===== config.mk =====
export PLATFORM = sky130hd
export DESIGN_NAME = sdp_byte_memory
export DESIGN_NICKNAME = d
export VERILOG_FILES = /design/src/rtl/sdp_byte_memory.sv
export SDC_FILE = /design/constraint.sdc
export NUM_CORES = 2
export LEC_CHECK = 0
export BUFFER_PORTS_ARGS = -buffer_cell sky130_fd_sc_hd__buf_4
export CORE_MARGIN = 2
export CORE_UTILIZATION = 55
export CTS_CLUSTER_SIZE = 30
export DETAILED_ROUTE_END_ITERATION = 10
export PLACE_DENSITY = 0.71
export SYNTH_ARGS = -nofsm -noshare
export SYNTH_HDL_FRONTEND = slang
export SYNTH_SLANG_ARGS = --single-unit

===== constraint.sdc =====
create_clock -name clk -period 5.9 [get_ports clk]
set_input_delay 0.885 -clock clk [delete_from_list [all_inputs] [get_ports clk]]
set_output_delay 0.885 -clock clk [all_outputs]
set_load 0.005 [all_outputs]

===== src/rtl/sdp_byte_memory.sv =====
// Simple dual-port byte-lane memory with a power-up clear sweep and a
// configurable read pipeline (RD_LAT 1 or 2) with selectable read-during-write.
module sdp_byte_memory #(
  parameter int DATA_W   = 32,
  parameter int BYTE_W   = 8,
  parameter int ADDR_W   = 6,
  parameter int RD_LAT   = 1,
  parameter int RDW_MODE = 0
) (
  input  logic                       clk,
  input  logic                       reset,
  input  logic                       wr_en,
  input  logic [ADDR_W-1:0]          wr_addr,
  input  logic [DATA_W/BYTE_W-1:0]   wr_be,
  input  logic [DATA_W-1:0]          wr_data,
  input  logic                       rd_en,
  input  logic [ADDR_W-1:0]          rd_addr,
  output logic [DATA_W-1:0]          rd_data,
  output logic                       rd_valid,
  output logic                       init_busy,
  output logic                       err
);

  localparam int LANES = DATA_W / BYTE_W;
  localparam int DEPTH = 2 ** ADDR_W;

  typedef enum logic {INIT, READY} state_t;

  state_t              state;
  logic [ADDR_W-1:0]   sweep_addr;
  logic [DATA_W-1:0]   mem [DEPTH];
  logic                rd_fire;
  logic [DATA_W-1:0]   rd_word;
  logic [DATA_W-1:0]   pipe_data [RD_LAT];
  logic [RD_LAT-1:0]   pipe_valid;

  assign rd_fire = (state == READY) && rd_en;

  always_ff @(posedge clk) begin
    if (reset) begin
      state      <= INIT;
      sweep_addr <= '0;
      init_busy  <= 1'b1;
      err        <= 1'b0;
    end else begin
      err <= (state == INIT) && (wr_en || rd_en);
      case (state)
        INIT: begin
          // Counter parks at the last address; it only restarts via reset.
          if (sweep_addr == '1) begin
            state     <= READY;
            init_busy <= 1'b0;
          end else begin
            sweep_addr <= sweep_addr + ADDR_W'(1);
          end
        end
        READY:   state <= READY;
        default: state <= INIT;
      endcase
    end
  end

  always_ff @(posedge clk) begin
    if (!reset) begin
      if (state == INIT) begin
        mem[sweep_addr] <= '0;
      end else if (wr_en) begin
        for (int unsigned i = 0; i < LANES; i++) begin
          if (wr_be[i]) mem[wr_addr][i*BYTE_W +: BYTE_W] <= wr_data[i*BYTE_W +: BYTE_W];
        end
      end
    end
  end

  // Word captured by a read; in new-data mode the same-cycle write is merged per lane.
  always_comb begin
    rd_word = mem[rd_addr];
    if (RDW_MODE == 1 && wr_en && (wr_addr == rd_addr)) begin
      for (int unsigned i = 0; i < LANES; i++) begin
        if (wr_be[i]) rd_word[i*BYTE_W +: BYTE_W] = wr_data[i*BYTE_W +: BYTE_W];
      end
    end
  end

  // The array is sampled on the rd_en edge so same-cycle writes cannot leak
  // into old-data reads; the remaining stages only delay the captured word.
  always_ff @(posedge clk) begin
    if (reset) begin
      pipe_valid <= '0;
      rd_valid   <= 1'b0;
      rd_data    <= '0;
      for (int unsigned k = 0; k < RD_LAT; k++) pipe_data[k] <= '0;
    end else begin
      pipe_valid[0] <= rd_fire;
      if (rd_fire) pipe_data[0] <= rd_word;
      for (int unsigned k = 1; k < RD_LAT; k++) begin
        pipe_valid[k] <= pipe_valid[k-1];
        pipe_data[k]  <= pipe_data[k-1];
      end
      rd_valid <= pipe_valid[RD_LAT-1];
      if (pipe_valid[RD_LAT-1]) rd_data <= pipe_data[RD_LAT-1];
    end
  end

endmodule


==> implementation parameters <==
Parameter                              Value

Synth
  Mean cell area of the mapped netlist    22.0 um^2
  Main combinational cell family by area after synthesis    multiplexers
  Post-synth design cell area    ~83000 um^2
  Post-synth EDFFs    between 2000 and 2500
  Area share of xor/xnor cells in the synthesized design    0.000425
  Sequential fraction of the synthesis area    0.767
  Post-Syn Instances    3755
  Post-synthesis simple-gate area fraction    0.0270
  Primary FF master, synth    sky130_fd_sc_hd__edfxtp_1
  Post-Synth Adder-Cell Area    0.000152
  Mux contribution to synthesized area    0.179
  Distinct cells, synth    54
  Largest cells by area after synthesis    sky130_fd_sc_hd__edfxtp_1 (76%), sky130_fd_sc_hd__mux4_2 (16%), sky130_fd_sc_hd__mux2i_1 (1.8%)
  Number of nets in the synthesized netlist    between 3000 and 4000
  Share of the synthesized area in the top cell type    0.757
  Flop and latch count out of synthesis    approximately 2100
  Synth area leader    sky130_fd_sc_hd__edfxtp_1
  Number of warnings printed during yosys synthesis    0
  Ys async rst share    0
  Synth Area in Compound Gates    0.0118

Power and ir drop
  Worst supply voltage drop on vdd    0.277 mV
  Power per cell area    331 nW/um^2
  Static leakage    33.2 nW
  Final Total Pwr    approximately 31 mW

Setup path
  Critical path class    reg2reg
  Slowest-stage cell, CP    sky130_fd_sc_hd__nor3_1
  Cells traversed along the worst timing path    nand2_1 > nor3_4 > buf_4 > mux2i_1 > nand2_2 > nor3_1
  Largest delay share family, worst path    simple AND/OR/NAND/NOR gates
  Worst Path Max Fanout    32
  Required @ worst endpoint    between 6 and 7 ns
  Buffering stage count on the worst path with inverters included    1
  Max incr delay on CP    roughly 1.1 ns
  CP arrival    between 4 and 5 ns
  Launching element type of the critical path    register
  Capturing element type of the critical path    register

GRT
  Global-route wire length before repair    ~300000 um
  Antenna violations before repair    6
  Number of global-route vias before repair    between 40000 and 50000
  Sum of overflow across all layers after global routing    0
  Largest net degree at the start of global routing    78
  GR Util All Layers    0.271

Clock network
  Clock tree buffer depth    3
  Clock net sink count    roughly 2100
  Number of buffers created by CTS    around 200
  Clock root cell    sky130_fd_sc_hd__clkbuf_16
  Number of H-tree branching levels    4
  Clock transition time at the flip-flop clock pins of the worst setup and hold paths    0.06 ns
  Number of setup buffers added after CTS    0
  TritonCTS clock tree    done
  Post-cts hold buffer count    0
  # resized after CTS    0
  Worst-skew pair later-pin latency    0.84 ns

Drt
  Remaining antenna violation count after routing    0
  Mean routed wirelength per cell    approximately 33 um
  Drt pass-1 iters    6
  Total wire length after detailed routing    204000 um
  Routed vias    40600
  DRC violation count after routing    0
  Vias per Instance    between 6 and 7
  Iteration-0 DRC count of the detailed router    approximately 5400

STA
  Setup Viol. Count Final    0
  Skew final    0.0261 ns
  Hold Worst Slack    between 0.4 and 0.5 ns
  Tcrit/Tclk final    0.681
  Worst Max-Slew Pin Slew    around 1.3 ns
  Setup TNS    0 ns
  Count of endpoints failing hold in the final timing report    0
  Max Clock Freq    around 250 MHz
  Setup repair after global routing missed its margin    no
  Min Clock Period, post-route    between 4 and 5 ns
  Relative slew slack    0.101
  Count of final max-slew check failures    0

Hold path
  Worst min-delay path category    reg2reg

Floorplanning
  Number of I/O pins    just under 90
  Initial core utilization    0.552
  Die Ht    391 um
  Die footprint    ~150000 um^2
  Standard-cell rows    about 140
  Core box area    149000 um^2
  Die X    ~400 um

Cells and area
  Fraction of final layout cells with drive strength greater than 1    0.294
  Final instance area    around 93000 um^2
  Syn-to-layout area delta    12.9%
  Number of nets in the layout    approximately 4100
  Number of fill cells in the layout    a little under 10000

Place
  Routability Congestion    0.891
  Area post-placement    around 86000 um^2
  HPWL after DPL    around 130000 um
  IO buf count    86

Status
  Run status    completed

Flow run
  Max-cap check violation count    0
## stage by stage
step           worst slack [ns]  std cells  utilization
2_1_floorplan              2.35       3755            -
3_3_place_gp               1.24       5809        0.577
3_5_place_dp               1.15       5809        0.577
4_1_cts                    1.91       6195        0.623
5_1_grt                    1.66       6195        0.623
6_report                   1.88       6196        0.623
## routing by layer
layer,GRT usage,vias up,routed length (um)
met5,0,-,27
met4,0.0827,6,6240
met3,0.0777,354,24500
met2,0.410,2431,95800
met1,0.386,21500,77200
li1,-,16200,-
## path summary, 6_finish.rpt
check                                                     from                  endpoint  slack, ns  cells after the start
worst max-delay path                          state$_SDFF_PP0_     mem[21][10]$_DFFE_PP_       1.88                      6
worst min-delay path            pipe_data[0][17]$_SDFFCE_PN0P_  rd_data[17]$_SDFFE_PP0P_       0.47                      2
worst max register to register                state$_SDFF_PP0_     mem[21][10]$_DFFE_PP_       1.88                      6
worst min register to register  pipe_data[0][17]$_SDFFCE_PN0P_  rd_data[17]$_SDFFE_PP0P_       0.47                      2
## kinds of logic (layout without fill, tap and decap cells)
logic type	after synthesis	after routing
xor gates and xnor gates	4	4
adders and majority gates	1	1
other	0	1
AOI/OAI and AO/OA	143	143
DFF	2123	2123
buffers and inverters	232	656
muxes	750	750
and+or+nand+nor	502	502
## flip-flops by register name, indices dropped and copies added, names as in the netlist
register,flops
sweep_addr,6
pipe_valid,1
init_busy,1
state,1
rd_data,32
rd_valid,1
err,1
mem,2048
pipe_data,32
## placed cells by master (no fill, tap or decap), types with 6 or more instances in the layout
cell and count:
sky130_fd_sc_hd__a211oi_1 8, sky130_fd_sc_hd__a21oi_1 27, sky130_fd_sc_hd__a22oi_1 17, sky130_fd_sc_hd__a31oi_1 15, sky130_fd_sc_hd__and2_2 32, sky130_fd_sc_hd__buf_12 18, sky130_fd_sc_hd__buf_4 244, sky130_fd_sc_hd__bufinv_16 26
sky130_fd_sc_hd__clkbuf_1 34, sky130_fd_sc_hd__clkbuf_16 209, sky130_fd_sc_hd__clkbuf_8 8, sky130_fd_sc_hd__clkinv_1 40, sky130_fd_sc_hd__clkinv_2 41, sky130_fd_sc_hd__clkinv_4 6, sky130_fd_sc_hd__clkinvlp_4 11, sky130_fd_sc_hd__dfxtp_1 42
sky130_fd_sc_hd__edfxtp_1 2080, sky130_fd_sc_hd__inv_6 6, sky130_fd_sc_hd__mux2_2 25, sky130_fd_sc_hd__mux2i_1 145, sky130_fd_sc_hd__mux4_2 576, sky130_fd_sc_hd__nand2_1 62, sky130_fd_sc_hd__nand2b_1 24, sky130_fd_sc_hd__nand3_1 12
sky130_fd_sc_hd__nor2_1 256, sky130_fd_sc_hd__nor3_1 91, sky130_fd_sc_hd__o211ai_1 7, sky130_fd_sc_hd__o21ai_0 7, sky130_fd_sc_hd__o21ai_1 6, sky130_fd_sc_hd__o22ai_1 17
## power breakdown
part,internal (mW),switching [mW],leakage [nW]
clock network,7.75,5.64,3.37
registers,16.4,0.0240,22.9
logic,0.414,0.638,6.96
## cell type report
class	instances	area (um^2)	share of cell area
sequential	2123	63300	0.680
multi-input combinational	1400	18100	0.195
clock buffer	251	5470	0.0587
tap	2016	2520	0.0271
timing repair buffer	265	2240	0.0240
clock inverter	135	1450	0.0155
inverter	5	22.5	0.000242
antenna	1	2.50	0.0000269
## tightest hold or removal path, stage by stage (launching register included)
cell and delay (ns):
sky130_fd_sc_hd__edfxtp_1 0.32, sky130_fd_sc_hd__mux2i_1 0.06, sky130_fd_sc_hd__nor2_1 0.07
## Yosys cell counts (4+ instances only)
master / instances
sky130_fd_sc_hd__o21ai_0: 7
sky130_fd_sc_hd__a211oi_1: 8
sky130_fd_sc_hd__a22oi_1: 17
sky130_fd_sc_hd__mux4_2: 576
sky130_fd_sc_hd__nand2_1: 64
sky130_fd_sc_hd__buf_1: 35
sky130_fd_sc_hd__dfxtp_1: 43
sky130_fd_sc_hd__a221o_1: 5
sky130_fd_sc_hd__and2_1: 33
sky130_fd_sc_hd__a21o_1: 5
sky130_fd_sc_hd__o21ai_1: 6
sky130_fd_sc_hd__nand3_1: 12
sky130_fd_sc_hd__buf_6: 14
sky130_fd_sc_hd__nor3_1: 91
sky130_fd_sc_hd__buf_4: 36
sky130_fd_sc_hd__nor2b_1: 5
sky130_fd_sc_hd__nand2b_1: 24
sky130_fd_sc_hd__nor2_1: 257
sky130_fd_sc_hd__a31oi_1: 15
sky130_fd_sc_hd__clkbuf_1: 70
sky130_fd_sc_hd__buf_2: 72
sky130_fd_sc_hd__a21oi_1: 28
sky130_fd_sc_hd__o22ai_1: 17
sky130_fd_sc_hd__edfxtp_1: 2080
sky130_fd_sc_hd__inv_1: 4
sky130_fd_sc_hd__mux2_2: 25
sky130_fd_sc_hd__mux2i_1: 149
sky130_fd_sc_hd__o211ai_1: 7
sky130_fd_sc_hd__a211o_1: 4
No activity file was read; power rests on OpenSTA's default activity.
